==> config.mk <==
export PLATFORM = sky130hd
export DESIGN_NAME = leaf_user_bridge_flat
export DESIGN_NICKNAME = d
export VERILOG_FILES = /design/src/rtl/leaf_user_bridge_if.sv /design/src/rtl/leaf_user_bridge.sv /design/src/flat_wrapper.sv
export SDC_FILE = /design/constraint.sdc
export NUM_CORES = 1
export LEC_CHECK = 0
export BUFFER_PORTS_ARGS = -buffer_cell sky130_fd_sc_hd__buf_2
export CAP_MARGIN = 20
export CORE_AREA = 2 2 192 194
export DETAILED_ROUTE_END_ITERATION = 8
export DIE_AREA = 0 0 194 196
export PLACE_DENSITY = 0.78
export REMOVE_ABC_BUFFERS = 1
export SLEW_MARGIN = 20
export SYNTH_ARGS = -nofsm -noshare
export SYNTH_HDL_FRONTEND = slang
export SYNTH_SLANG_ARGS = --single-unit
==> constraint.sdc <==
create_clock -name clk -period 3.1 [get_ports clk]
set_input_delay 0.62 -clock clk [delete_from_list [all_inputs] [get_ports clk]]
set_output_delay 0.62 -clock clk [all_outputs]
set_load 0.03 [all_outputs]
==> src/rtl/leaf_user_bridge_if.sv <==
// Handshake bundle between the leaf interface, the kernel and leaf_user_bridge.
// The slave modport is the bridge side; master is the system/kernel side.
interface leaf_user_bridge_if #(
  parameter int unsigned PAYLOAD_BITS  = 32,
  parameter int unsigned NUM_IN_PORTS  = 2,
  parameter int unsigned NUM_OUT_PORTS = 2
);
  logic                                    ap_start_in;
  logic                                    ap_start;
  logic                                    busy;
  logic [NUM_IN_PORTS*PAYLOAD_BITS-1:0]    dout_leaf_interface2user;
  logic [NUM_IN_PORTS-1:0]                 vld_interface2user;
  logic [NUM_IN_PORTS-1:0]                 ack_user2interface;
  logic [NUM_IN_PORTS*PAYLOAD_BITS-1:0]    kin_data;
  logic [NUM_IN_PORTS-1:0]                 kin_vld;
  logic [NUM_IN_PORTS-1:0]                 kin_ack;
  logic [NUM_OUT_PORTS*PAYLOAD_BITS-1:0]   kout_data;
  logic [NUM_OUT_PORTS-1:0]                kout_vld;
  logic [NUM_OUT_PORTS-1:0]                kout_ack;
  logic [NUM_OUT_PORTS*PAYLOAD_BITS-1:0]   din_leaf_user2interface;
  logic [NUM_OUT_PORTS-1:0]                vld_user2interface;
  logic [NUM_OUT_PORTS-1:0]                ack_interface2user;

  modport slave (
    input  ap_start_in,
    output ap_start, busy,
    input  dout_leaf_interface2user, vld_interface2user,
    output ack_user2interface,
    output kin_data, kin_vld,
    input  kin_ack,
    input  kout_data, kout_vld,
    output kout_ack,
    output din_leaf_user2interface, vld_user2interface,
    input  ack_interface2user
  );

  modport master (
    output ap_start_in,
    input  ap_start, busy,
    output dout_leaf_interface2user, vld_interface2user,
    input  ack_user2interface,
    input  kin_data, kin_vld,
    output kin_ack,
    output kout_data, kout_vld,
    input  kout_ack,
    input  din_leaf_user2interface, vld_user2interface,
    output ack_interface2user
  );
endinterface

==> src/rtl/leaf_user_bridge.sv <==
// Per-channel FIFOs between the leaf interface and an ap_vld/ap_ack kernel, with an
// IDLE/RUN/DRAIN run controller gating which FIFOs may accept new words.
module leaf_user_bridge #(
  parameter int unsigned PAYLOAD_BITS  = 32,
  parameter int unsigned NUM_IN_PORTS  = 2,
  parameter int unsigned NUM_OUT_PORTS = 2,
  parameter int unsigned FIFO_DEPTH    = 4
) (
  input logic               clk,
  input logic               reset,
  leaf_user_bridge_if.slave bus
);
  localparam int unsigned NumCh = NUM_IN_PORTS + NUM_OUT_PORTS;
  localparam int unsigned AW    = $clog2(FIFO_DEPTH);
  localparam int unsigned CW    = AW + 1;

  typedef enum logic [1:0] {StIdle, StRun, StDrain} state_e;

  state_e state_q, state_d;
  logic   ap_start_q, ap_start_d;

  // Channels 0..NUM_IN_PORTS-1 are leaf->kernel, the rest kernel->leaf.
  logic [NumCh-1:0][PAYLOAD_BITS-1:0] push_data, pop_data;
  logic [NumCh-1:0]                   push_vld, push_en, push_ack;
  logic [NumCh-1:0]                   pop_vld, pop_ack;

  for (genvar i = 0; i < NUM_IN_PORTS; i++) begin : g_in
    assign push_data[i] = bus.dout_leaf_interface2user[i*PAYLOAD_BITS +: PAYLOAD_BITS];
    assign push_vld[i]  = bus.vld_interface2user[i];
    assign push_en[i]   = (state_q == StRun);
    assign pop_ack[i]   = bus.kin_ack[i];
    assign bus.ack_user2interface[i]                    = push_ack[i];
    assign bus.kin_data[i*PAYLOAD_BITS +: PAYLOAD_BITS] = pop_data[i];
    assign bus.kin_vld[i]                               = pop_vld[i];
  end

  for (genvar j = 0; j < NUM_OUT_PORTS; j++) begin : g_out
    assign push_data[NUM_IN_PORTS+j] = bus.kout_data[j*PAYLOAD_BITS +: PAYLOAD_BITS];
    assign push_vld[NUM_IN_PORTS+j]  = bus.kout_vld[j];
    // Kernel results must still be collected while draining.
    assign push_en[NUM_IN_PORTS+j]   = (state_q == StRun) || (state_q == StDrain);
    assign pop_ack[NUM_IN_PORTS+j]   = bus.ack_interface2user[j];
    assign bus.kout_ack[j] = push_ack[NUM_IN_PORTS+j];
    assign bus.din_leaf_user2interface[j*PAYLOAD_BITS +: PAYLOAD_BITS] =
        pop_data[NUM_IN_PORTS+j];
    assign bus.vld_user2interface[j] = pop_vld[NUM_IN_PORTS+j];
  end

  for (genvar c = 0; c < NumCh; c++) begin : g_fifo
    logic [PAYLOAD_BITS-1:0] mem_q [FIFO_DEPTH];
    logic [AW-1:0]           wptr_q, wptr_d, rptr_q, rptr_d;
    logic [CW-1:0]           cnt_q, cnt_d;
    logic                    full, do_push, do_pop;

    assign full         = (cnt_q == CW'(FIFO_DEPTH));
    assign push_ack[c]  = ~full & push_en[c];
    assign pop_vld[c]   = (cnt_q != '0);
    assign pop_data[c]  = mem_q[rptr_q];
    assign do_push      = push_vld[c] & push_ack[c];
    assign do_pop       = pop_vld[c] & pop_ack[c];

    always_comb begin
      wptr_d = wptr_q;
      rptr_d = rptr_q;
      cnt_d  = cnt_q;
      if (do_push) wptr_d = wptr_q + AW'(1);
      if (do_pop)  rptr_d = rptr_q + AW'(1);
      if (do_push && !do_pop)      cnt_d = cnt_q + CW'(1);
      else if (!do_push && do_pop) cnt_d = cnt_q - CW'(1);
    end

    always_ff @(posedge clk or posedge reset) begin
      if (reset) begin
        wptr_q <= '0;
        rptr_q <= '0;
        cnt_q  <= '0;
      end else begin
        wptr_q <= wptr_d;
        rptr_q <= rptr_d;
        cnt_q  <= cnt_d;
      end
    end

    // Storage is not reset; stale entries are unreachable once the count is cleared.
    always_ff @(posedge clk) begin
      if (do_push) mem_q[wptr_q] <= push_data[c];
    end
  end

  always_comb begin
    state_d = state_q;
    unique case (state_q)
      StIdle:  if (bus.ap_start_in) state_d = StRun;
      StRun:   if (!bus.ap_start_in) state_d = StDrain;
      StDrain: begin
        if (bus.ap_start_in)  state_d = StRun;
        else if (~|pop_vld)   state_d = StIdle;
      end
      default: state_d = StIdle;
    endcase
    ap_start_d = (state_d == StRun);
  end

  always_ff @(posedge clk or posedge reset) begin
    if (reset) begin
      state_q    <= StIdle;
      ap_start_q <= 1'b0;
    end else begin
      state_q    <= state_d;
      ap_start_q <= ap_start_d;
    end
  end

  assign bus.ap_start = ap_start_q;
  assign bus.busy     = (state_q == StRun) || (state_q == StDrain);
endmodule

==> src/flat_wrapper.sv <==
// flat-port wrapper written by rule: the top's interface ports become plain ports
module leaf_user_bridge_flat 
#(
  parameter int unsigned PAYLOAD_BITS  = 32,
  parameter int unsigned NUM_IN_PORTS  = 2,
  parameter int unsigned NUM_OUT_PORTS = 2,
  parameter int unsigned FIFO_DEPTH    = 4
)
  (clk, reset, bus_ap_start_in, bus_ap_start, bus_busy, bus_dout_leaf_interface2user, bus_vld_interface2user, bus_ack_user2interface, bus_kin_data, bus_kin_vld, bus_kin_ack, bus_kout_data, bus_kout_vld, bus_kout_ack, bus_din_leaf_user2interface, bus_vld_user2interface, bus_ack_interface2user);
  leaf_user_bridge_if #(.PAYLOAD_BITS(PAYLOAD_BITS), .NUM_IN_PORTS(NUM_IN_PORTS), .NUM_OUT_PORTS(NUM_OUT_PORTS)) bus_i ();
  input logic clk;
  input logic reset;
  input wire logic [$bits(bus_i.ap_start_in)-1:0] bus_ap_start_in;
  output wire logic [$bits(bus_i.ap_start)-1:0] bus_ap_start;
  output wire logic [$bits(bus_i.busy)-1:0] bus_busy;
  input wire logic [$bits(bus_i.dout_leaf_interface2user)-1:0] bus_dout_leaf_interface2user;
  input wire logic [$bits(bus_i.vld_interface2user)-1:0] bus_vld_interface2user;
  output wire logic [$bits(bus_i.ack_user2interface)-1:0] bus_ack_user2interface;
  output wire logic [$bits(bus_i.kin_data)-1:0] bus_kin_data;
  output wire logic [$bits(bus_i.kin_vld)-1:0] bus_kin_vld;
  input wire logic [$bits(bus_i.kin_ack)-1:0] bus_kin_ack;
  input wire logic [$bits(bus_i.kout_data)-1:0] bus_kout_data;
  input wire logic [$bits(bus_i.kout_vld)-1:0] bus_kout_vld;
  output wire logic [$bits(bus_i.kout_ack)-1:0] bus_kout_ack;
  output wire logic [$bits(bus_i.din_leaf_user2interface)-1:0] bus_din_leaf_user2interface;
  output wire logic [$bits(bus_i.vld_user2interface)-1:0] bus_vld_user2interface;
  input wire logic [$bits(bus_i.ack_interface2user)-1:0] bus_ack_interface2user;
  assign bus_i.ap_start_in = bus_ap_start_in;
  assign bus_ap_start = bus_i.ap_start;
  assign bus_busy = bus_i.busy;
  assign bus_i.dout_leaf_interface2user = bus_dout_leaf_interface2user;
  assign bus_i.vld_interface2user = bus_vld_interface2user;
  assign bus_ack_user2interface = bus_i.ack_user2interface;
  assign bus_kin_data = bus_i.kin_data;
  assign bus_kin_vld = bus_i.kin_vld;
  assign bus_i.kin_ack = bus_kin_ack;
  assign bus_i.kout_data = bus_kout_data;
  assign bus_i.kout_vld = bus_kout_vld;
  assign bus_kout_ack = bus_i.kout_ack;
  assign bus_din_leaf_user2interface = bus_i.din_leaf_user2interface;
  assign bus_vld_user2interface = bus_i.vld_user2interface;
  assign bus_i.ack_interface2user = bus_ack_interface2user;
  leaf_user_bridge #(.PAYLOAD_BITS(PAYLOAD_BITS), .NUM_IN_PORTS(NUM_IN_PORTS), .NUM_OUT_PORTS(NUM_OUT_PORTS), .FIFO_DEPTH(FIFO_DEPTH)) u_core (.clk(clk), .reset(reset), .bus(bus_i));
endmodule
# [Word level (Yosys, flattened, before mapping)]
# Memories as Yosys holds them, arrays and structs flattened.
# Cells that the tools add are included.
[totals] register_bits=31 word_cells=105 romBits=0 ramBits=512 n_memories=4 input_bits=139 output_inout_bits=138 latchBits=0
[classes] multipliers=0 shifts=0 n_bitwise=16 muxes=21 add_sub_neg=16 n_lt_le_gt_ge=0 div_mod_pow=0 reduce_logical=27 n_eq_ne=7
[mem_list] name="u_core.g_fifo[0].mem_q" words=4 word_bits=32 read_ports=1 rd_clocked_by_memory_dff=0 wr=1 line_no="leaf_user_bridge.sv:50" source="logic [PAYLOAD_BITS-1:0] mem_q [FIFO_DEPTH];"
[mem_list] name="u_core.g_fifo[1].mem_q" words=4 word_bits=32 read_ports=1 rd_clocked_by_memory_dff=0 wr=1 line_no="leaf_user_bridge.sv:50"
[mem_list] name="u_core.g_fifo[2].mem_q" words=4 word_bits=32 read_ports=1 rd_clocked_by_memory_dff=0 wr=1 line_no="leaf_user_bridge.sv:50"
[mem_list] name="u_core.g_fifo[3].mem_q" words=4 word_bits=32 read_ports=1 rd_clocked_by_memory_dff=0 wr=1 line_no="leaf_user_bridge.sv:50"
[ops] op="3-bit 2-to-1 mux" n=8
[ops] op="2-bit by 1-bit adder with 2-bit output (second input constant)" n=8
[ops] op="3-bit by 1-bit adder with 3-bit output (second input constant)" n=4
[ops] op="1-bit AND" n=12
[ops] op="3-bit equality test (second input constant)" n=4
[ops] op="3-bit nonzero test" n=4
[ops] op="3-bit by 1-bit subtractor with 3-bit output (second input constant)" n=4
[ops] op="1-bit logical AND" n=8
[ops] op="1-bit zero test" n=8
[ops] op="1-bit 2-to-1 mux" n=8
[ops] op="2-bit 2-to-1 mux" n=4
[ops] op="2-bit nonzero test" n=4
[ops] op="2-bit one-hot mux with 3 select lines" n=1
[ops] op="2-bit by 1-bit equality test with 1-bit output (second input constant)" n=2
[ops] op="1-bit inverter" n=4
[ops] op="4-bit OR reduction" n=1
[ops] op="2-bit equality test (second input constant)" n=1
[ops] op="2-bit zero test" n=1
[ops] op="1-bit logical OR" n=1

# [Depth between registers and ports, before layout]
# Gate-level depths: netlist of run 1.
[depth] depth_word=8 depth_mapped=11

# [Worst setup path before layout of run 1]
# OpenSTA, ideal clock, no wires.
[synth_timing] path_kind="reg-to-reg" startpoint="reg u_core.state_q[0]" endpoint="reg u_core.g_fifo[2].cnt_q[2]" slack_ps=155 required_ps=3021 setup_ps=79 arrival_ps=2866 stages_incl_launch_ff=11 path_cell_list="dfrtp_1 inv_1 ha_1 a21boi_1 and2_0 ha_1 inv_1 fa_1 xor2_1 nor2_1 xor2_1"
[synth_via] elab_chain_len=7 elab_cells_between_ends=10
[synth_rtl] element="start: declaration" line_no="leaf_user_bridge.sv:19" source="state_e state_q, state_d;"
[synth_rtl] element="start signal: assignment" line_no="leaf_user_bridge.sv:106" source="state_q <= StIdle;"
[synth_rtl] element="start signal: assignment" line_no="leaf_user_bridge.sv:109" source="state_q <= state_d;"
[synth_rtl] element="2-bit by 1-bit equality test with 1-bit output or 2-bit equality test (tied branches)"
[synth_rtl] element="1-bit logical OR (*)"
[synth_rtl] element="named net bus_busy" line_no="flat_wrapper.sv:15" source="output wire logic [$bits(bus_i.busy)-1:0] bus_busy;"
[synth_rtl] element="1-bit AND (*)" line_no="leaf_user_bridge.sv:56" source="assign push_ack[c] = ~full & push_en[c];"
[synth_rtl] element="named net bus_kout_ack[0]" line_no="flat_wrapper.sv:24" source="output wire logic [$bits(bus_i.kout_ack)-1:0] bus_kout_ack;"
[synth_rtl] element="1-bit AND (*)" line_no="leaf_user_bridge.sv:59" source="assign do_push = push_vld[c] & push_ack[c];"
[synth_rtl] element="named net u_core.g_fifo[2].do_push" line_no="leaf_user_bridge.sv:53" source="logic full, do_push, do_pop;"
[synth_rtl] element="1-bit zero test" line_no="leaf_user_bridge.sv:69" source="else if (!do_push && do_pop) cnt_d = cnt_q - CW'(1);"
[synth_rtl] element="1-bit logical AND" line_no="leaf_user_bridge.sv:69"
[synth_rtl] element="2-bit nonzero test (no line)"
[synth_rtl] element="end signal: assignment" line_no="leaf_user_bridge.sv:80" source="cnt_q <= cnt_d;"
[synth_rtl] element="end: declaration" line_no="leaf_user_bridge.sv:52" source="logic [CW-1:0] cnt_q, cnt_d;"
# Mark *: on every way through the listed nets, which the timed path passes. The rest lies on a longest branch.
# A chain may end at the register's enable or synchronous reset.

# [Worst setup path after layout of run 1]
[layout_timing] startpoint="reg u_core.g_fifo[2].rptr_q[0]" endpoint="out bus_din_leaf_user2interface[26]"
[layout_via] elab_chain_len=1
[layout_rtl] element="start: declaration" line_no="leaf_user_bridge.sv:51" source="logic [AW-1:0] wptr_q, wptr_d, rptr_q, rptr_d;"
[layout_rtl] element="start signal: assignment" line_no="leaf_user_bridge.sv:79" source="rptr_q <= rptr_d;"
[layout_rtl] element="memory read 4 x 32 bit"
[layout_rtl] element="end: declaration" line_no="flat_wrapper.sv:25" source="output wire logic [$bits(bus_i.din_leaf_user2interface)-1:0] bus_din_leaf_user2interface;"
# Every way passes these cells.

==> implementation parameters, run 1 <==
Parameter                              Value

Outcome
  Outcome    complete, no violations

Floorplan
  Die width    ~190 um
  Number of primary I/O pins    ~280
  Total Die Area    about 0.038 mm2
  Core area    0.0361 mm2
  Height of the die    around 200 um
  Starting utilization of the core area    a little under three fifths
  Number of standard-cell rows in the floorplan    70

Global route
  Antenna violations before repair    8
  Residual overflow from global routing    0
  Wire length of the first global-routing pass    between 50000 and 60000 um
  Maximum number of pins on one net before global-route repair    34
  Via count of the first global-routing pass    9880
  Global Route Usage Sum    between 10% and 20%

Timing
  Timing-limited maximum frequency    around 0.35 GHz
  Final setup violating endpoints    0
  Worst Slack Setup Final    around 0.25 ns
  Clock period minus final worst setup slack    between 2 and 3 ns
  Unrepaired setup endpoints after global routing    false
  Number of failing hold endpoints at the final stage    0
  Worst-margin pin slew    ~0.5 ns
  Worst slew margin relative to its limit    66.0%
  Post-route setup TNS    0 ns
  Worst Clk Skew    about 0.020 ns
  Pins over their slew limit    0
  Fin crit share    between 90% and 100%

Setup path
  Maximum fanout along the worst path    12
  Worst path buffer plus inverter count    2
  Setup CP Type    register to output port
  Worst Setup Start Kind    register
  Cell chain of the critical path    buf_4 > mux4_2 > buf_2
  Reg2Reg Capture Point    u_core.g_fifo[1].cnt_q[2]
  CP Launch Point    u_core.g_fifo[2].rptr_q[0]
  Number of cell instances on the worst register-to-register path    11
  Largest delay contributor family on the critical path    flip-flops
  Required arrival time at the worst endpoint    2.48 ns
  Minimum setup slack among reg-to-reg paths    ~0.43 ns
  CP max-delay cell    dfrtp_2
  Setup crit end kind    output port
  R2R Path Start    u_core.state_q[1]
  Logic depth of the worst setup path including buffers    3
  End point of the critical path    bus_din_leaf_user2interface[26]
  Biggest cell delay along the critical path    slightly above 0.6 ns
  Arrival time reported for the critical path endpoint    around 2.2 ns

Synth
  Predominant post-synthesis flop cell    edfxtp_1
  Largest family of logic cells by synthesized area    multiplexers
  Ys Warns    0
  Number of flops mapped to enable cells by yosys    512
  Per-instance average area after synthesis    approximately 24 um2
  Share of synthesized area occupied by flip-flops and latches    between 70% and 80%
  XOR/XNOR share of the synthesized area    under 10%
  Fraction of post-synthesis cell area in the top cell type by area    75.7%
  Synthesized-area fraction occupied by ao, oa, aoi and oai cells    less than 1%
  Proportion of synthesized flip-flops having asynchronous set or reset    between 5 and 6%
  Number of different library cells in the post-synthesis netlist    32
  Most area-consuming cells after synthesis    edfxtp_1, mux4_2, dfrtp_1
  Post-synthesis adder-cell area fraction    1.87%
  Total standard cell area after synthesis    just over 0.02 mm2
  Cell type contributing the most total cell area after synthesis    edfxtp_1
  Number of cells produced by synthesis    840
  Simple-Gate Fraction of Synth Area    ~1.5%
  Flops & latches, synth    543
  Multiplexer share of the synthesized area    roughly 15%

Finish
  Fraction of layout instances using a drive strength above 1    between 40% and 50%
  Fillers    around 2.4k
  Area Growth Syn to Fin    18.3%
  Area taken by flip-flops and latches    between 0.015 and 0.02 mm2
  Final standard cell count with taps included and fillers excluded    between 1.5k and 2k
  Commonest non-fill, non-tap cell in the layout    edfxtp_1
  Area occupied by multi-input gates    between 0.003 and 0.004 mm2
  Top library cells by usage in the layout, fill and taps aside    edfxtp_1, buf_2, mux4_2
  Net total in the final layout    approximately 1.3k

CTS
  Number of H-tree branching levels    2
  CTS Hold Buffers Added    0
  Number of buffers on the longest clock path    3
  CTS Buf Count    53
  Clock tree from TritonCTS    yes
  Post-cts resize count    0
  Clock-pin slew on the worst setup and hold paths    around 0.060 ns
  CTS sink cnt    543
  Number of setup buffers added after CTS    0
  Clk_lat worst skew    0.59 ns
  Buffer type at the clock tree root    clkbuf_16

Job
  Number of maximum-capacitance violations    0

Detailed routing
  Avg Vias per Cell    roughly 5.6
  Starting DRC count in detailed routing    481
  Routed WL    about 37000 um
  Number of vias in the routed layout    ~9.3k
  Average wire length per cell after detail routing    about 22 um
  Drc violations    0
  Final antenna-violating net count    0
  Drt first pass iters    4

Pwr
  Sequential share of power    40.5%
  Worst voltage drop across the vdd grid    a little over 0.7 mV
  Switching power share of the total    roughly 34%
  Proportion of power drawn by combinational gates    between 30% and 40%
  P_leak    between 0.008 and 0.009 uW
  Switching power    around 8100 uW
  Design internal power    between 15000 and 20000 uW
  Design Power    about 24000 uW
  Power density cells    993 mW/mm2
  Part of the total power dissipated in the clock network    about a quarter

Place
  Placer's final routability congestion estimate    around 0.72
  Port Buffer Count    276
  Setup slack after placement    about 0.44 ns
  Number of placed cells counting well taps    roughly 1.6k
  HPWL after detailed placement    22400 um

Hold path
  Class of the most critical hold timing path    input port to async pin
Yosys cell counts (6+ instances only):
master,instances
ha_1,24
nor2_1,8
inv_1,16
xnor2_1,16
xor2_1,8
mux2_2,8
buf_2,20
edfxtp_1,512
clkbuf_1,12
dfrtp_1,31
and3_1,16
nand2_1,6
mux4_2,128
sequential cells by signal, indices dropped and copies added (netlist names):
signal and count:
u_core.bus.ap_start 1, u_core.g_fifo.cnt_q 12, u_core.g_fifo.mem_q 512, u_core.g_fifo.rptr_q 8, u_core.g_fifo.wptr_q 8, u_core.state_q 2
how the worst min path moves through the flow:
stage	start	to	slack, ns	cells after the start
detailed placement	u_core.g_fifo[1].cnt_q[2]	u_core.g_fifo[1].cnt_q[2]	0.49	1
global placement	u_core.g_fifo[1].cnt_q[2]	u_core.g_fifo[1].cnt_q[2]	0.48	1
global route	reset	u_core.g_fifo[0].rptr_q[1]	0.17	3
CTS	reset	u_core.g_fifo[0].rptr_q[1]	0.10	3
finish	reset	u_core.g_fifo[0].rptr_q[1]	0.11	3
floorplan	u_core.g_fifo[2].cnt_q[2]	u_core.g_fifo[2].cnt_q[2]	0.46	1
kinds of logic (layout without fill, tap and decap cells):
group                    after synthesis  in the layout
multiplexers                         136            136
AND/OR/NAND/NOR                       49             49
buffers and inverters                 48            413
XOR/XNOR                              24             24
other                                  0              4
adder cells (fa/ha/maj)               28             28
flip-flops                           543            543
AO/OA/AOI/OAI                         12             12
layer usage:
metal / GRT usage (%) / up-vias / wire length (um)
met5: 0 / - / 34
met4: 7.04 / 6 / 924
met3: 5.95 / 72 / 2610
met2: 32.8 / 279 / 18900
met1: 25.1 / 4805 / 14400
li1: - / 4180 / -
through the flow:
stage | hold slack (ns) | util (%) | cell area [um2]
2_1_floorplan | 0.464 | - | 20200
3_3_place_gp | 0.480 | 62.0 | 22400
3_5_place_dp | 0.491 | 62.0 | 22400
4_1_cts | 0.100 | 66.5 | 24000
5_1_grt | 0.165 | 66.6 | 24000
6_report | 0.112 | 66.6 | 24000
power groups by stage:
| stage | logic [uW] | clock network, uW | registers [uW] |
|---|---|---|---|
| 6_report | 8180 | 6000 | 9660 |
| 4_1_cts | 8350 | 6170 | 9680 |
| 2_1_floorplan | 5420 | 0 | 10200 |
| 3_3_place_gp | 8230 | 0 | 9750 |
| 5_1_grt | 8710 | 6430 | 9770 |
| 3_5_place_dp | 8300 | 0 | 9820 |
worst min-delay path: stages:
cell   delay (ns)
buf_2        0.09
inv_1        0.04
buf_4        0.37
area by class of cell:
| cell class | instances | area share (%) |
|---|---|---|
| Sequential cell | 543 | 67.3 |
| Timing Repair Buffer | 307 | 6.82 |
| Antenna cell | 4 | 0.0417 |
| Clock buffer | 66 | 5.90 |
| Multi-Input combinational cell | 249 | 16.4 |
| Inverter | 16 | 0.250 |
| Tap cell | 468 | 2.44 |
| Clock inverter | 24 | 0.865 |
(Power assumes the default switching activity.)
==> run 2: changes to the inputs <==
--- a/config.mk
+++ b/config.mk
@@ -7,11 +7,10 @@
 export LEC_CHECK = 0
 export BUFFER_PORTS_ARGS = -buffer_cell sky130_fd_sc_hd__buf_2
 export CAP_MARGIN = 20
-export CORE_AREA = 2 2 192 194
+export CORE_AREA = 2 2 205 207
 export DETAILED_ROUTE_END_ITERATION = 8
-export DIE_AREA = 0 0 194 196
-export PLACE_DENSITY = 0.78
-export REMOVE_ABC_BUFFERS = 1
+export DIE_AREA = 0 0 207 209
+export PLACE_DENSITY = 0.69
 export SLEW_MARGIN = 20
 export SYNTH_ARGS = -nofsm -noshare
 export SYNTH_HDL_FRONTEND = slang
==> implementation parameters, run 2 (same netlist as run 1, synthesis figures left out) <==
Parameter                              Value

Pwr
  Worst voltage drop across the vdd grid    around 0.61 mV
  P_leak    0.00848 uW
  Switching power share of the total    33.7%
  Part of the total power dissipated in the clock network    25.2%
  Sequential share of power    40.6%
  Design Power    between 20000 and 25000 uW
  Switching power    slightly above 8000 uW
  Proportion of power drawn by combinational gates    roughly a third
  Power density cells    between 900 and 1000 mW/mm2
  Design internal power    around 16000 uW

Floorplan
  Total Die Area    0.0433 mm2
  Height of the die    about 210 um
  Die width    207 um
  Starting utilization of the core area    about half
  Core area    a little over 0.04 mm2
  Number of standard-cell rows in the floorplan    75
  Number of primary I/O pins    277

Global route
  Global Route Usage Sum    17.5%
  Via count of the first global-routing pass    9884
  Antenna violations before repair    7
  Residual overflow from global routing    0
  Wire length of the first global-routing pass    about 58000 um
  Maximum number of pins on one net before global-route repair    35

Setup path
  Required arrival time at the worst endpoint    around 2.5 ns
  Minimum setup slack among reg-to-reg paths    around 0.43 ns
  Worst Setup Start Kind    register
  Setup crit end kind    output port
  Biggest cell delay along the critical path    approximately 0.67 ns
  Maximum fanout along the worst path    22
  Cell chain of the critical path    buf_12 > mux4_2 > buf_2
  Arrival time reported for the critical path endpoint    ~2.3 ns
  CP max-delay cell    dfrtp_2
  Setup CP Type    register to output port

Place
  HPWL after detailed placement    between 20000 and 25000 um
  Placer's final routability congestion estimate    between 0.7 and 0.8
  Port Buffer Count    roughly 280

Timing
  Worst slew margin relative to its limit    between 60 and 70%
  Worst-margin pin slew    between 0.5 and 0.6 ns
  Clock period minus final worst setup slack    2.89 ns
  Pins over their slew limit    0
  Unrepaired setup endpoints after global routing    false
  Final setup violating endpoints    0
  Fin crit share    about 93%
  Worst Clk Skew    between 0.02 and 0.025 ns
  Post-route setup TNS    0 ns
  Timing-limited maximum frequency    0.346 GHz
  Number of failing hold endpoints at the final stage    0

Finish
  Net total in the final layout    ~1.3k
  Commonest non-fill, non-tap cell in the layout    edfxtp_1
  Largest Register    u_core.g_fifo.mem_q
  Max FFs per register    512
  Fraction of layout instances using a drive strength above 1    43.7%
  Registers with the most flip-flops    u_core.g_fifo.mem_q x512, u_core.g_fifo.cnt_q x12
  Core Util, Final    approximately three fifths
  Fillers    approximately 3.0k
  Top library cells by usage in the layout, fill and taps aside    edfxtp_1, buf_2, mux4_2
  Area Growth Syn to Fin    19.2%

CTS
  Clock tree from TritonCTS    yes
  Clock-pin slew on the worst setup and hold paths    about 0.06 ns
  Post-cts resize count    0
  Clk_lat worst skew    approximately 0.58 ns
  CTS sink cnt    543
  CTS Buf Count    52
  Number of buffers on the longest clock path    3
  CTS Hold Buffers Added    0
  Buffer type at the clock tree root    clkbuf_16
  Number of setup buffers added after CTS    0
  Number of H-tree branching levels    2

Detailed routing
  Drt first pass iters    5
  Average wire length per cell after detail routing    between 20 and 25 um
  Starting DRC count in detailed routing    between 500 and 600
  Final antenna-violating net count    0
  Avg Vias per Cell    roughly 5.3
  Routed WL    37500 um
  Drc violations    0
  Number of vias in the routed layout    9331

Outcome
  Outcome    complete, no violations

Job
  Number of maximum-capacitance violations    0

Synth
  Post-synth net total    just over 1k

Hold path
  Class of the most critical hold timing path    input port to async pin
## run 2: changes by cell type in the layout (fill, tap and decap cells not counted), sizes merged
cell and delta:
inv -3, bufinv +1, clkinv +5, clkbuf +2
buf +4
## run 2: power groups by stage
stage / sequential [uW] / combinational [uW] / clock (uW)
5_1_grt: 9850 / 8770 / 6500
2_1_floorplan: 9630 / 6150 / 0
4_1_cts: 9750 / 8390 / 6220
6_report: 9720 / 8200 / 6030
3_3_place_gp: 9830 / 8310 / 0
3_5_place_dp: 9900 / 8370 / 0
## run 2: through the flow
step	hold WS, ns	std cells	instance area, um2	setup slack [ns]
global route	0.166	1754	24200	0.0399
global placement	0.484	1658	22500	0.586
floorplan	0.464	840	20300	0.155
detailed placement	0.484	1658	22500	0.476
CTS	0.129	1753	24200	0.0657
finish	0.148	1757	24200	0.212
## run 2: worst paths after layout
| path | startpoint | endpoint | depth (start not counted) |
|---|---|---|---|
| worst max-delay path | u_core.g_fifo[2].rptr_q[0] | bus_din_leaf_user2interface[26] | 3 |
| worst min-delay path | reset | u_core.g_fifo[0].cnt_q[0] | 3 |
| worst max register to register | u_core.state_q[1] | u_core.g_fifo[0].cnt_q[2] | 11 |
| worst min register to register | u_core.g_fifo[0].cnt_q[2] | u_core.g_fifo[0].cnt_q[2] | 1 |
| max in group asynchronous | reset | u_core.g_fifo[3].rptr_q[0] | 3 |
| min in group clk | bus_dout_leaf_interface2user[32] | u_core.g_fifo[1].mem_q[1][0] | 1 |
## run 2: critical path, delay by kind of cell, from the launching register on
| family | cells | cell delay, ns |
|---|---|---|
| flip-flops | 1 | 0.67 |
| multiplexers | 1 | 0.53 |
| buffers and inverters | 2 | 0.49 |
## run 2: area by class of cell
class | count | area (um2) | area share, %
sequential | 543 | 16200 | 66.8
multi-input combinational | 249 | 3950 | 16.3
timing repair buffer | 311 | 1710 | 7.05
clock buffer | 68 | 1400 | 5.80
tap | 539 | 674 | 2.79
clock inverter | 27 | 236 | 0.977
inverter | 16 | 60.1 | 0.248
antenna | 4 | 10.0 | 0.0414
## run 2: routing by layer
layer | vias up | share of wire (%) | global-route usage (%)
met4 | 10 | 2.1 | 4.83
met3 | 61 | 7.3 | 5.23
met1 | 4797 | 40 | 22.9
met2 | 283 | 50 | 29.0
li1 | 4180 | - | -
met5 | - | 0.19 | 0
==> run 3: changes to the inputs <==
--- a/config.mk
+++ b/config.mk
@@ -5,11 +5,12 @@
 export SDC_FILE = /design/constraint.sdc
 export NUM_CORES = 1
 export LEC_CHECK = 0
+export ABC_AREA = 1
 export BUFFER_PORTS_ARGS = -buffer_cell sky130_fd_sc_hd__buf_2
 export CAP_MARGIN = 20
-export CORE_AREA = 2 2 205 207
+export CORE_AREA = 2 2 208 210
 export DETAILED_ROUTE_END_ITERATION = 8
-export DIE_AREA = 0 0 207 209
+export DIE_AREA = 0 0 210 212
 export PLACE_DENSITY = 0.69
 export SLEW_MARGIN = 20
 export SYNTH_ARGS = -nofsm -noshare
==> implementation parameters, run 3 <==
Parameter                              Value

Outcome
  Outcome    complete, no violations

Timing
  Worst-margin pin slew    0.652 ns
  Worst Clk Skew    just under 0.03 ns
  Worst slew margin relative to its limit    between 50% and 60%
  Unrepaired setup endpoints after global routing    false
  Hold Slack    roughly 0.15 ns
  Number of failing hold endpoints at the final stage    0
  Post-route setup TNS    0 ns
  Clock period minus final worst setup slack    approximately 2.8 ns
  Worst Slack Setup Final    0.293 ns
  Final setup violating endpoints    0
  Fin crit share    approximately 91%
  Timing-limited maximum frequency    ~0.36 GHz
  Pins over their slew limit    0

Finish
  Top library cells by usage in the layout, fill and taps aside    edfxtp_1, buf_2, nor2_1
  Registers with the most flip-flops    u_core.g_fifo.mem_q x512, u_core.g_fifo.cnt_q x12
  Commonest non-fill, non-tap cell in the layout    edfxtp_1
  Core Util, Final    between 50% and 60%
  Largest Register    u_core.g_fifo.mem_q
  Max FFs per register    approximately 500
  Area Growth Syn to Fin    17.1%
  Fraction of layout instances using a drive strength above 1    roughly 24%
  Net total in the final layout    ~1.9k

Synth
  Ys Warns    0
  Number of flops mapped to enable cells by yosys    between 500 and 600
  Leading cell types by count after synthesis    edfxtp_1, nor2_1, o21ai_0
  Number of cells produced by synthesis    1451
  Fraction of post-synthesis cell area in the top cell type by area    73.6%
  Predominant post-synthesis flop cell    edfxtp_1
  Share of synthesized area occupied by flip-flops and latches    about 77%
  Most area-consuming cells after synthesis    edfxtp_1, nor2_1, o21ai_0
  Flops & latches, synth    approximately 540
  Per-instance average area after synthesis    14.4 um2
  Post-synth net total    roughly 1.6k
  Total standard cell area after synthesis    0.0209 mm2
  Library cell with the highest instance count after synthesis    edfxtp_1
  Proportion of synthesized flip-flops having asynchronous set or reset    5.71%
  Number of different library cells in the post-synthesis netlist    28
  Cell type contributing the most total cell area after synthesis    edfxtp_1

Global route
  Maximum number of pins on one net before global-route repair    66
  Via count of the first global-routing pass    12.1k
  Wire length of the first global-routing pass    roughly 67000 um
  Antenna violations before repair    8
  Global Route Usage Sum    19.4%
  Residual overflow from global routing    0

Pwr
  P_leak    between 0.008 and 0.009 uW
  Proportion of power drawn by combinational gates    between 30% and 40%
  Design internal power    ~15000 uW
  Part of the total power dissipated in the clock network    23.3%
  Switching power share of the total    40.2%
  Switching power    between 10000 and 15000 uW
  Worst voltage drop across the vdd grid    roughly 0.70 mV
  Sequential share of power    a little under two fifths
  Power density cells    1040 mW/mm2
  Design Power    25500 uW

Floorplan
  Number of standard-cell rows in the floorplan    between 70 and 80
  Die width    ~210 um
  Height of the die    between 200 and 250 um
  Total Die Area    0.0445 mm2
  Core area    0.0425 mm2
  Starting utilization of the core area    around half
  Number of primary I/O pins    277

CTS
  Buffer type at the clock tree root    clkbuf_16
  Post-cts resize count    0
  CTS sink cnt    around 540
  Clock-pin slew on the worst setup and hold paths    about 0.060 ns
  Clock tree from TritonCTS    yes
  Number of H-tree branching levels    2
  CTS Buf Count    54
  Number of setup buffers added after CTS    0
  Clk_lat worst skew    0.59 ns
  Number of buffers on the longest clock path    3
  CTS Hold Buffers Added    0

Detailed routing
  Starting DRC count in detailed routing    881
  Number of vias in the routed layout    ~13k
  Average wire length per cell after detail routing    18.7 um
  Final antenna-violating net count    0
  Drt first pass iters    5
  Drc violations    0
  Routed WL    about 44000 um
  Avg Vias per Cell    5.36

Hold path
  Class of the most critical hold timing path    input port to async pin

Setup path
  Minimum setup slack among reg-to-reg paths    roughly 0.66 ns
  Worst Setup Start Kind    register
  Maximum fanout along the worst path    65
  Required arrival time at the worst endpoint    between 2 and 2.5 ns
  Setup CP Type    register to output port
  Setup crit end kind    output port
  Arrival time reported for the critical path endpoint    2.19 ns

Place
  HPWL after detailed placement    between 20000 and 30000 um
  Setup slack after placement    approximately 0.66 ns
  Placer's final routability congestion estimate    roughly 0.74
  Port Buffer Count    ~280

Job
  Number of maximum-capacitance violations    0
run 3: cell count changes after synthesis, sizes merged, moves of 16 or more:
| cell | delta |
|---|---|
| mux4 | -128 |
| buf | +29 |
| o22ai | +128 |
| inv | +38 |
| and3 | -16 |
| nand2 | +19 |
| nor2 | +286 |
| clkbuf | +19 |
| o21ai | +260 |
run 3: cells by family (layout without fill, tap and decap cells):
kind of cell,Yosys count,in the layout,share of synthesized area (%)
buffers and inverters,135,467,3.51
AOI/OAI and AO/OA,404,404,10.6
muxes,2,2,0.108
DFF,543,543,77.3
xor gates and xnor gates,16,16,0.671
adders and majority gates,28,28,1.82
other,0,4,0
and+or+nand+nor,323,323,5.97
run 3: path summary, 6_finish.rpt:
| check | cells past startpoint | from | end |
|---|---|---|---|
| setup / recovery | 4 | u_core.g_fifo[2].rptr_q[0] | bus_din_leaf_user2interface[10] |
| hold / removal | 3 | reset | u_core.g_fifo[1].cnt_q[2] |
| setup reg to reg | 12 | u_core.state_q[1] | u_core.g_fifo[2].cnt_q[2] |
| hold reg to reg | 1 | u_core.g_fifo[2].cnt_q[0] | u_core.g_fifo[2].cnt_q[0] |
| max in group asynchronous | 3 | reset | u_core.g_fifo[3].rptr_q[0] |
| min in group clk | 1 | bus_dout_leaf_interface2user[13] | u_core.g_fifo[0].mem_q[3][13] |
run 3: layer usage:
metal  global-route usage, %  share of wire, %
met5                       0              0.16
met4                    6.36               2.7
met3                    5.48               7.0
met2                    32.1                48
met1                    24.8                42
run 3: cell type report:
| cell class | count | area [um2] |
|---|---|---|
| Antenna cell | 4 | 10.0 |
| Clock buffer | 68 | 1400 |
| Clock inverter | 27 | 195 |
| Fill cell | 3404 | 18100 |
| Inverter | 55 | 208 |
| Multi-Input combinational cell | 773 | 4040 |
| Sequential cell | 543 | 16200 |
| Tap cell | 546 | 683 |
| Timing Repair Buffer | 317 | 1750 |
run 3: worst max-delay path, cell delays in order (launching register included):
cell and delay, ns:
dfrtp_2 0.37, buf_4 0.52, o21ai_0 0.20, o22ai_1 0.24
buf_2 0.24
run 3: stage by stage:
step | instances | cell area [um2]
CTS | 2329 | 24400
detailed placement | 2234 | 22800
floorplan | 1451 | 20900
finish | 2333 | 24400
global route | 2331 | 24400
global placement | 2234 | 22800
run 3: power groups by stage:
stage	clock, uW	sequential (uW)	combinational [uW]
global route	6360	9610	10900
detailed placement	0	9670	10100
global placement	0	9640	9980
CTS	6090	9520	10200
floorplan	0	9570	7280
finish	5930	9520	10000
